$ cat src/rtl/opb_reg_slave_arbiter.sv
// rtl/opb_reg_slave_arbiter.sv - OPB window decoder/arbiter for a bank of register slaves; OPB_ARB_STATUS_REG_EN adds a status word
module opb_reg_slave_arbiter #(
    parameter int          C_NUM_SLAVES = 4,
    parameter logic [31:0] C_BASEADDR   = 32'h0100E000,
    parameter int          C_SPAN_LOG2  = 8,
    parameter int          C_TIMEOUT    = 16,
    parameter int          C_OPB_AWIDTH = 32,
    parameter int          C_OPB_DWIDTH = 32
) (
    input  logic                             OPB_Clk,
    input  logic                             OPB_Rst,
    input  logic [0:C_OPB_AWIDTH-1]          OPB_ABus,
    input  logic [0:C_OPB_DWIDTH/8-1]        OPB_BE,
    input  logic [0:C_OPB_DWIDTH-1]          OPB_DBus,
    input  logic                             OPB_RNW,
    input  logic                             OPB_select,
    input  logic                             OPB_seqAddr,
    output logic [0:C_OPB_DWIDTH-1]          Sl_DBus,
    output logic                             Sl_errAck,
    output logic                             Sl_retry,
    output logic                             Sl_toutSup,
    output logic                             Sl_xferAck,
    output logic [C_NUM_SLAVES-1:0]          M_select,
    output logic [0:C_OPB_AWIDTH-1]          M_ABus,
    output logic [0:C_OPB_DWIDTH/8-1]        M_BE,
    output logic [0:C_OPB_DWIDTH-1]          M_DBus,
    output logic                             M_RNW,
    output logic                             M_seqAddr,
    input  logic [C_OPB_DWIDTH*C_NUM_SLAVES-1:0] S_DBus,
    input  logic [C_NUM_SLAVES-1:0]          S_xferAck,
    input  logic [C_NUM_SLAVES-1:0]          S_errAck,
    output logic [15:0]                      err_count
);
    localparam int IDX_W = (C_NUM_SLAVES > 1) ? $clog2(C_NUM_SLAVES) : 1;
    localparam logic [C_OPB_AWIDTH-1:0] BASE = C_OPB_AWIDTH'(C_BASEADDR);
    localparam logic [C_OPB_AWIDTH-1:0] WIN  = C_OPB_AWIDTH'(C_NUM_SLAVES) << C_SPAN_LOG2;

    typedef enum logic [1:0] {IDLE, ACTIVE, DONE} state_t;

    state_t                  state, state_n;
    logic [IDX_W-1:0]        idx_q, idx_n, addr_idx;
    logic [7:0]              cnt_q, cnt_n;
    logic [C_OPB_AWIDTH-1:0] addr, offset;
    logic                    slv_hit, capture, xfer_n, err_n, inc_err, clr_err;
    logic [C_OPB_DWIDTH-1:0] dbus_n, rd_slice;

    assign addr     = OPB_ABus;
    assign offset   = addr - BASE;
    assign slv_hit  = (addr >= BASE) && (offset < WIN);
    assign addr_idx = IDX_W'(offset >> C_SPAN_LOG2);

`ifdef OPB_ARB_STATUS_REG_EN
    logic                    stat_hit;
    logic [7:0]              last_err_idx;
    logic [C_OPB_DWIDTH-1:0] status_word;
    assign stat_hit    = (addr >= BASE) && (offset >= WIN) && (offset < WIN + C_OPB_AWIDTH'(4));
    assign status_word = C_OPB_DWIDTH'({err_count, last_err_idx, 8'h00});
`endif

    always_comb begin
        rd_slice = '0;
        for (int i = 0; i < C_NUM_SLAVES; i++)
            if (IDX_W'(i) == idx_q) rd_slice = S_DBus[i*C_OPB_DWIDTH +: C_OPB_DWIDTH];
    end

    // Abort outranks acks; a slave ack in the last ACTIVE cycle outranks the timeout.
    always_comb begin
        state_n = state;
        idx_n   = idx_q;
        cnt_n   = cnt_q;
        capture = 1'b0;
        xfer_n  = 1'b0;
        err_n   = 1'b0;
        dbus_n  = '0;
        inc_err = 1'b0;
        clr_err = 1'b0;
        case (state)
            IDLE: begin
                if (OPB_select) begin
                    if (slv_hit) begin
                        capture = 1'b1;
                        idx_n   = addr_idx;
                        cnt_n   = '0;
                        state_n = ACTIVE;
                    end
`ifdef OPB_ARB_STATUS_REG_EN
                    else if (stat_hit) begin
                        state_n = DONE;
                        xfer_n  = 1'b1;
                        if (OPB_RNW) dbus_n = status_word;
                        else         clr_err = 1'b1;
                    end
`endif
                end
            end
            ACTIVE: begin
                if (!OPB_select) begin
                    state_n = IDLE;
                end else if (S_errAck[idx_q]) begin
                    state_n = DONE;
                    err_n   = 1'b1;
                    inc_err = 1'b1;
                end else if (S_xferAck[idx_q]) begin
                    state_n = DONE;
                    xfer_n  = 1'b1;
                    if (M_RNW) dbus_n = rd_slice;
                end else if (cnt_q == 8'(C_TIMEOUT - 1)) begin
                    state_n = DONE;
                    err_n   = 1'b1;
                    inc_err = 1'b1;
                end else begin
                    cnt_n = cnt_q + 8'd1;
                end
            end
            DONE:    state_n = IDLE;
            default: state_n = IDLE;
        endcase
    end

    always_ff @(posedge OPB_Clk) begin
        if (!OPB_Rst) begin
            state      <= IDLE;
            idx_q      <= '0;
            cnt_q      <= '0;
            M_ABus     <= '0;
            M_BE       <= '0;
            M_DBus     <= '0;
            M_RNW      <= 1'b0;
            M_seqAddr  <= 1'b0;
            Sl_xferAck <= 1'b0;
            Sl_errAck  <= 1'b0;
            Sl_DBus    <= '0;
            err_count  <= '0;
        end else begin
            state      <= state_n;
            idx_q      <= idx_n;
            cnt_q      <= cnt_n;
            Sl_xferAck <= xfer_n;
            Sl_errAck  <= err_n;
            Sl_DBus    <= dbus_n;
            if (capture) begin
                M_ABus    <= OPB_ABus;
                M_BE      <= OPB_BE;
                M_DBus    <= OPB_DBus;
                M_RNW     <= OPB_RNW;
                M_seqAddr <= OPB_seqAddr;
            end
            if (clr_err)
                err_count <= '0;
            else if (inc_err && err_count != 16'hFFFF)
                err_count <= err_count + 16'd1;
        end
    end

`ifdef OPB_ARB_STATUS_REG_EN
    always_ff @(posedge OPB_Clk) begin
        if (!OPB_Rst || clr_err) last_err_idx <= '0;
        else if (inc_err)        last_err_idx <= 8'(idx_q);
    end
`endif

    always_comb begin
        M_select = '0;
        if (state == ACTIVE) M_select[idx_q] = 1'b1;
    end

    assign Sl_toutSup = (state == ACTIVE);
    assign Sl_retry   = 1'b0;

endmodule

$ cat config.mk
export PLATFORM = sky130hd
export DESIGN_NAME = opb_reg_slave_arbiter
export DESIGN_NICKNAME = d
export VERILOG_FILES = /design/src/rtl/opb_reg_slave_arbiter.sv
export SDC_FILE = /design/constraint.sdc
export NUM_CORES = 1
export LEC_CHECK = 0
export CAP_MARGIN = 30
export CORE_AREA = 2 2 131 133
export CTS_BUF_LIST = sky130_fd_sc_hd__clkbuf_8
export CTS_CLUSTER_DIAMETER = 120
export CTS_CLUSTER_SIZE = 14
export DETAILED_ROUTE_END_ITERATION = 8
export DIE_AREA = 0 0 133 135
export HOLD_SLACK_MARGIN = 0.15
export PLACE_DENSITY_LB_ADDON = 0.1
export SYNTH_ARGS = -nofsm -noshare
export SYNTH_HDL_FRONTEND = slang
export SYNTH_SLANG_ARGS = --single-unit
$ cat constraint.sdc
create_clock -name OPB_Clk -period 3 [get_ports OPB_Clk]
set_input_delay 0.9 -clock OPB_Clk [delete_from_list [all_inputs] [get_ports OPB_Clk]]
set_output_delay 0.9 -clock OPB_Clk [all_outputs]
set_load 0.005 [all_outputs]
## Word level (Yosys, flattened, before mapping)

Cells that the tools add are included.
W data, S select, Z words.

| storage, ports and cells | value |
|---|---|
| logic and storage cells | 82 |
| register bits | 132 |
| output and inout port bits | 126 |

| operators by class | value |
|---|---|
| bitwise operators | 5 |
| add/subtract/negate cells | 3 |
| order comparisons | 4 |
| muxes and demuxes | 34 |
| reductions and logical operators | 11 |
| eq/ne operators | 13 |

Operators by type and width:

| cell | number |
|---|---|
| $mux W32 | 4 |
| $mux W8 | 6 |
| $ge A32 B25 Y1 const B | 1 |
| $lt A32 B11 Y1 const B | 1 |
| $sub A32 B25 Y32 const B | 1 |
| $add A16 B1 Y16 const B | 1 |
| $ne A16 B16 Y1 const B | 1 |
| $pmux W8 S2 | 1 |
| $mux W1 | 12 |
| $mux W2 | 6 |
| $ne A2 B2 Y1 const B | 6 |
| $add A8 B1 Y8 const B | 1 |
| $eq A8 B4 Y1 const B | 1 |
| $reduce_and A7 Y1 | 1 |
| $reduce_and A3 Y1 | 2 |
| $reduce_or A6 Y1 | 1 |
| $ne A5 B2 Y1 const B | 1 |
| $not A1 Y1 | 5 |
| $bmux W1 S2 | 2 |
| $eq A2 B2 Y1 const A | 2 |
| $logic_not A2 Y1 | 2 |
| $mux W4 | 1 |
| $pmux W2 S2 | 1 |
| $reduce_or A4 Y1 | 1 |
| 7 further kinds | 9 |

## Logic depth before layout (Yosys ltp)

| depth | value |
|---|---|
| depth in word-level cells | 7 |
| depth in mapped cells | 10 |
| mapped depth without buffers | 8 |

## Least setup slack after synthesis

Ideal clock, no wire load.

| timing path | value |
|---|---|
| path type | input port to flip-flop |
| start point | in OPB_ABus[18] in the netlist's numbering |
| end point | reg M_ABus[23] in the netlist's numbering |
| library setup time | 0.132 ns |
| arrival time | 2.639 ns |
| stages | 10 |
| buffers on the path | 2 |
| path slack | 0.229 ns |
| data required time | 2.868 ns |
| cell sequence | ha_1 > nand4_1 > a2111oi_2 > a21oi_1 > and4bb_1 > nand4_1 > clkbuf_1 > buf_2 > nand2_1 > a21oi_1 |

| between the ends | value |
|---|---|
| word-level cells in the longest chain between the ends | 6 |
| elaborated cells between the ends (all ways) | 7 |
| those cells by class | add/sub (1); order compare (2); mux (3); reduce/logical (1) |

Ends and longest elaborated chain:

| what | RTL line | text |
|---|---|---|
| from (decl) | 12 | `input logic [0:C_OPB_AWIDTH-1] OPB_ABus,` |
| $sub A32 B25 Y32 | 48 | `assign offset = addr - BASE;` |
| $lt A32 B11 Y1 | 49 | `assign slv_hit = (addr >= BASE) && (offset < WIN);` |
| $logic_and A1 B1 Y1 (*) | 49 |  |
| $mux W1 (*) | 80 | `if (slv_hit) begin` |
| $mux W1 (*) | 79 | `if (OPB_select) begin` |
| $mux W1 (*) | 77 | `case (state)` |
| to (signal assigned) | 142 | `M_ABus <= OPB_ABus;` |
| to (decl) | 24 | `output logic [0:C_OPB_AWIDTH-1] M_ABus,` |

Every way passes the cells marked *; elsewhere a longest branch is shown, timed or not.
A chain may end at the register's enable or synchronous reset.

## Worst setup path after layout

| timing path | value |
|---|---|
| start point | in OPB_ABus[18] in the netlist's numbering |
| end point | reg M_DBus[29] in the netlist's numbering |

| between the ends | value |
|---|---|
| word-level cells in the longest chain between the ends | 6 |
| elaborated cells between the ends (all ways) | 7 |
| those cells by class | add/sub (1); order compare (2); mux (3); reduce/logical (1) |

Ends and longest elaborated chain:

| what | RTL line | text |
|---|---|---|
| $sub A32 B25 Y32 | 48 |  |
| $lt A32 B11 Y1 | 49 |  |
| $logic_and A1 B1 Y1 (*) | 49 |  |
| $mux W1 (*) | 80 |  |
| $mux W1 (*) | 79 |  |
| $mux W1 (*) | 77 |  |
| to (signal assigned) | 144 | `M_DBus <= OPB_DBus;` |
| to (decl) | 26 | `output logic [0:C_OPB_DWIDTH-1] M_DBus,` |

Marks and branches as above.

==> results.toml <==
[finish]
drive_gt1_frac = 0.129
seqCellArea_um2 = 2600
fin_util = 0.603
nFillCells = 1344
area_growth_pct = 74.7
layout.nets = 1158
multi_input_area_um2 = 2860

[die]
start_util = 0.345
core_area_um2 = 16400
die_height_um = 135
die_x_um = 133
dieArea_um2 = 18000
io_pins = 335
rows = 47

[routing]
first_iter_violations = 220
vias_per_cell = 4.92
routed-via-count = 5814
antenna_left = 0
drc = 0
dr.pass1.iters = 5
post_drt_wl_per_cell_um = 18.0
routed_wl_mm = 21.3

[timing]
slew_viol_final = 0
setup_ws_ns = 0.0927
fmax_mhz = 344
tightest_slew_ns = 0.522
setup_violations = 0
skew_ns = 0.0105
finalCritPeriodShare = 0.969
whs_ns = 0.450
rsz0062_at_grt = "true"
relSlewSlack = 0.652
min_period_ns = 2.91
hold_viol_final = 0

[power]
power_density_nw_per_um2 = 378
p_leak_uw = 0.00361
p_total_uw = 3740
ir_drop_mv = 0.285

[worst_setup_path]
slowest_stage = "clkdlybuf4s50_1"
worst_r2r_endpoint = "err_count[9]"
crit_type = "in2reg"
critPathLaunchType = "primary input"
cp_max_fo = 31
rr_worst_depth = 8
cp_data_required_time_ns = 3.35
max_stage_delay_ns = 0.51
r2r-start = "M_ABus[23]"
cp-end-kind = "flip-flop"
cp_cell_sequence = "clkdlybuf4s50_1, ha_2, nand4_1, a2111oi_2, a21oi_1, and4bb_1, and4_2, buf_12, nand2_1, a21oi_1"
arrival_ns = 3.26
crit_path_frequent_cell = "a21oi_1"
ff2ff_setup_slack_ns = 0.46

[placed_design]
post-dp-hpwl_mm = 16.2
gp_congestion = 0.905
io_buffer_count = 333
place_ws_ns = -0.362

[synthesis]
avgSynthCellArea_um2 = 9.58
synth_top_area_share = 0.460
syn_area_um2 = 5660
synth_top_cell_by_area = "dfxtp_1"
syn-num-nets = 803
yosys_warnings = 0
synth_cell_types = 55
synth_top_flop_cell = "dfxtp_1"
postSynth.asyncResetShare = 0
ys_ff_latch = 130
synth_enable_flop_cells = 0
synth_seq_area_share = 0.460
synth.area.top_cells = "dfxtp_1, mux4_2, nand2_1, and3_1, a21oi_1"
netlist_instances = 591

[global_route]
grt_pass1_vias = 5839
antenna_found_initial = 4
gr-total-overflow = 0
grt_max_degree = 76
grt_util_all_layers = 0.229
grt_pass1_wl_mm = 31.9

[run]
maxCapViolations = 0

[cts]
clock-root-buffer = "clkbuf_8"
clk-insertion-delay-late_ns = 0.42
cts_tree = "yes"
cts_hold_buf = 0
numClockSinks = 130
clk_path_buf_depth = 2
path_clk_slew_ns = 0.07
numCtsBuffers = 17
htree_levels = 4

[worst_hold_path]
worstHoldStart = "M_DBus[9]"
hold_class = "reg2reg"
whs_endpoint = "M_DBus[9]"
holdPathStages = 2

[run_status]
status = "finished clean"
repair_timing:
item,CTS,global route
buffers inserted,0,0
endpoints found under the setup margin,0,56
resized for setup,0,3
cell families after synthesis:
logic type / Yosys count / synth area share
other cells: 1 / 0.000662
mux: 35 / 0.137
simple gates: 274 / 0.243
xor+xnor: 17 / 0.0263
flops: 130 / 0.460
compound gates: 87 / 0.0895
buf+inv: 44 / 0.0378
fa+ha+maj: 3 / 0.00663
cell type report:
class                   instances  share of cell area
repair buffers                376               0.373
multi-input cells             417               0.289
flip-flops and latches        130               0.263
clock buffers                  22              0.0306
well taps                     220              0.0278
clock inverters                10              0.0133
inverters                       4             0.00152
diodes                          3            0.000759
critical path, delay by kind of cell:
kind                       cells  cell delay (ns)
AOI/OAI and AO/OA              3             0.62
buffers and inverters          2             0.70
and+or+nand+nor                4             0.79
adders and majority gates      1             0.23
cells in the mapped netlist (3+ instances only):
cell type and n:
mux4_2 34, dfxtp_1 130, nor3_1 8, a21oi_1 62
o21ai_0 6, nand3_1 18, clkbuf_1 26, buf_2 3
buf_6 5, and3_1 53, buf_1 4, xor2_1 9
xnor2_1 8, and2_1 6, nand2_1 121, nor2_1 33
nor4_1 4, nor3b_1 3, or3_1 4, ha_1 3
o211ai_1 3, inv_1 4, nand4_1 5
power by group:
| group | internal [µW] | switching (µW) | total, µW |
|---|---|---|---|
| sequential | 1720 | 0.0000227 | 1720 |
| combinational | 305 | 110 | 414 |
| clock | 927 | 677 | 1600 |
routing by layer:
layer	global-route usage	vias to the layer above	share of wire
li1	-	2812	-
met1	0.255	2737	0.39
met2	0.400	218	0.50
met3	0.0751	45	0.078
met4	0.102	2	0.033
met5	0	-	0.00061
flip-flops by register name, summed over array words and instances (netlist names), 2 cells and up:
name,count
M_BE,4
M_ABus,32
cnt_q,8
M_DBus,32
Sl_DBus,32
state,2
err_count,16
stage by stage:
stage	instances	TNS, ns	area (µm²)
4_1_cts	1179	0	9870
6_report	1182	0	9890
3_5_place_dp	1147	-26.00	9440
5_1_grt	1182	-0.0450	9890
3_3_place_gp	1147	-20.70	9440
2_1_floorplan	591	0	5660
worst max path at each step:
stage	start	endpoint	depth (start not counted)
3_3_place_gp	OPB_ABus[18]	cnt_q[7]	9
6_report	OPB_ABus[18]	M_DBus[29]	10
2_1_floorplan	OPB_ABus[18]	M_ABus[23]	10
3_5_place_dp	OPB_ABus[17]	M_DBus[29]	11
5_1_grt	OPB_ABus[18]	M_DBus[23]	10
4_1_cts	state[0]	M_select[0]	3
placed cells by master, fill, tap and decap left out, types with 8 or more instances in the layout:
cell type          n
a21oi_1           62
and3_1            53
buf_4             40
clkbuf_8          22
clkdlybuf4s50_1  333
dfxtp_1          129
mux4_2            34
nand2_1          121
nand3_1           18
nor2_1            33
nor3_1             8
xnor2_1            8
xor2_1             9
Power figures use the tool's default switching activity.
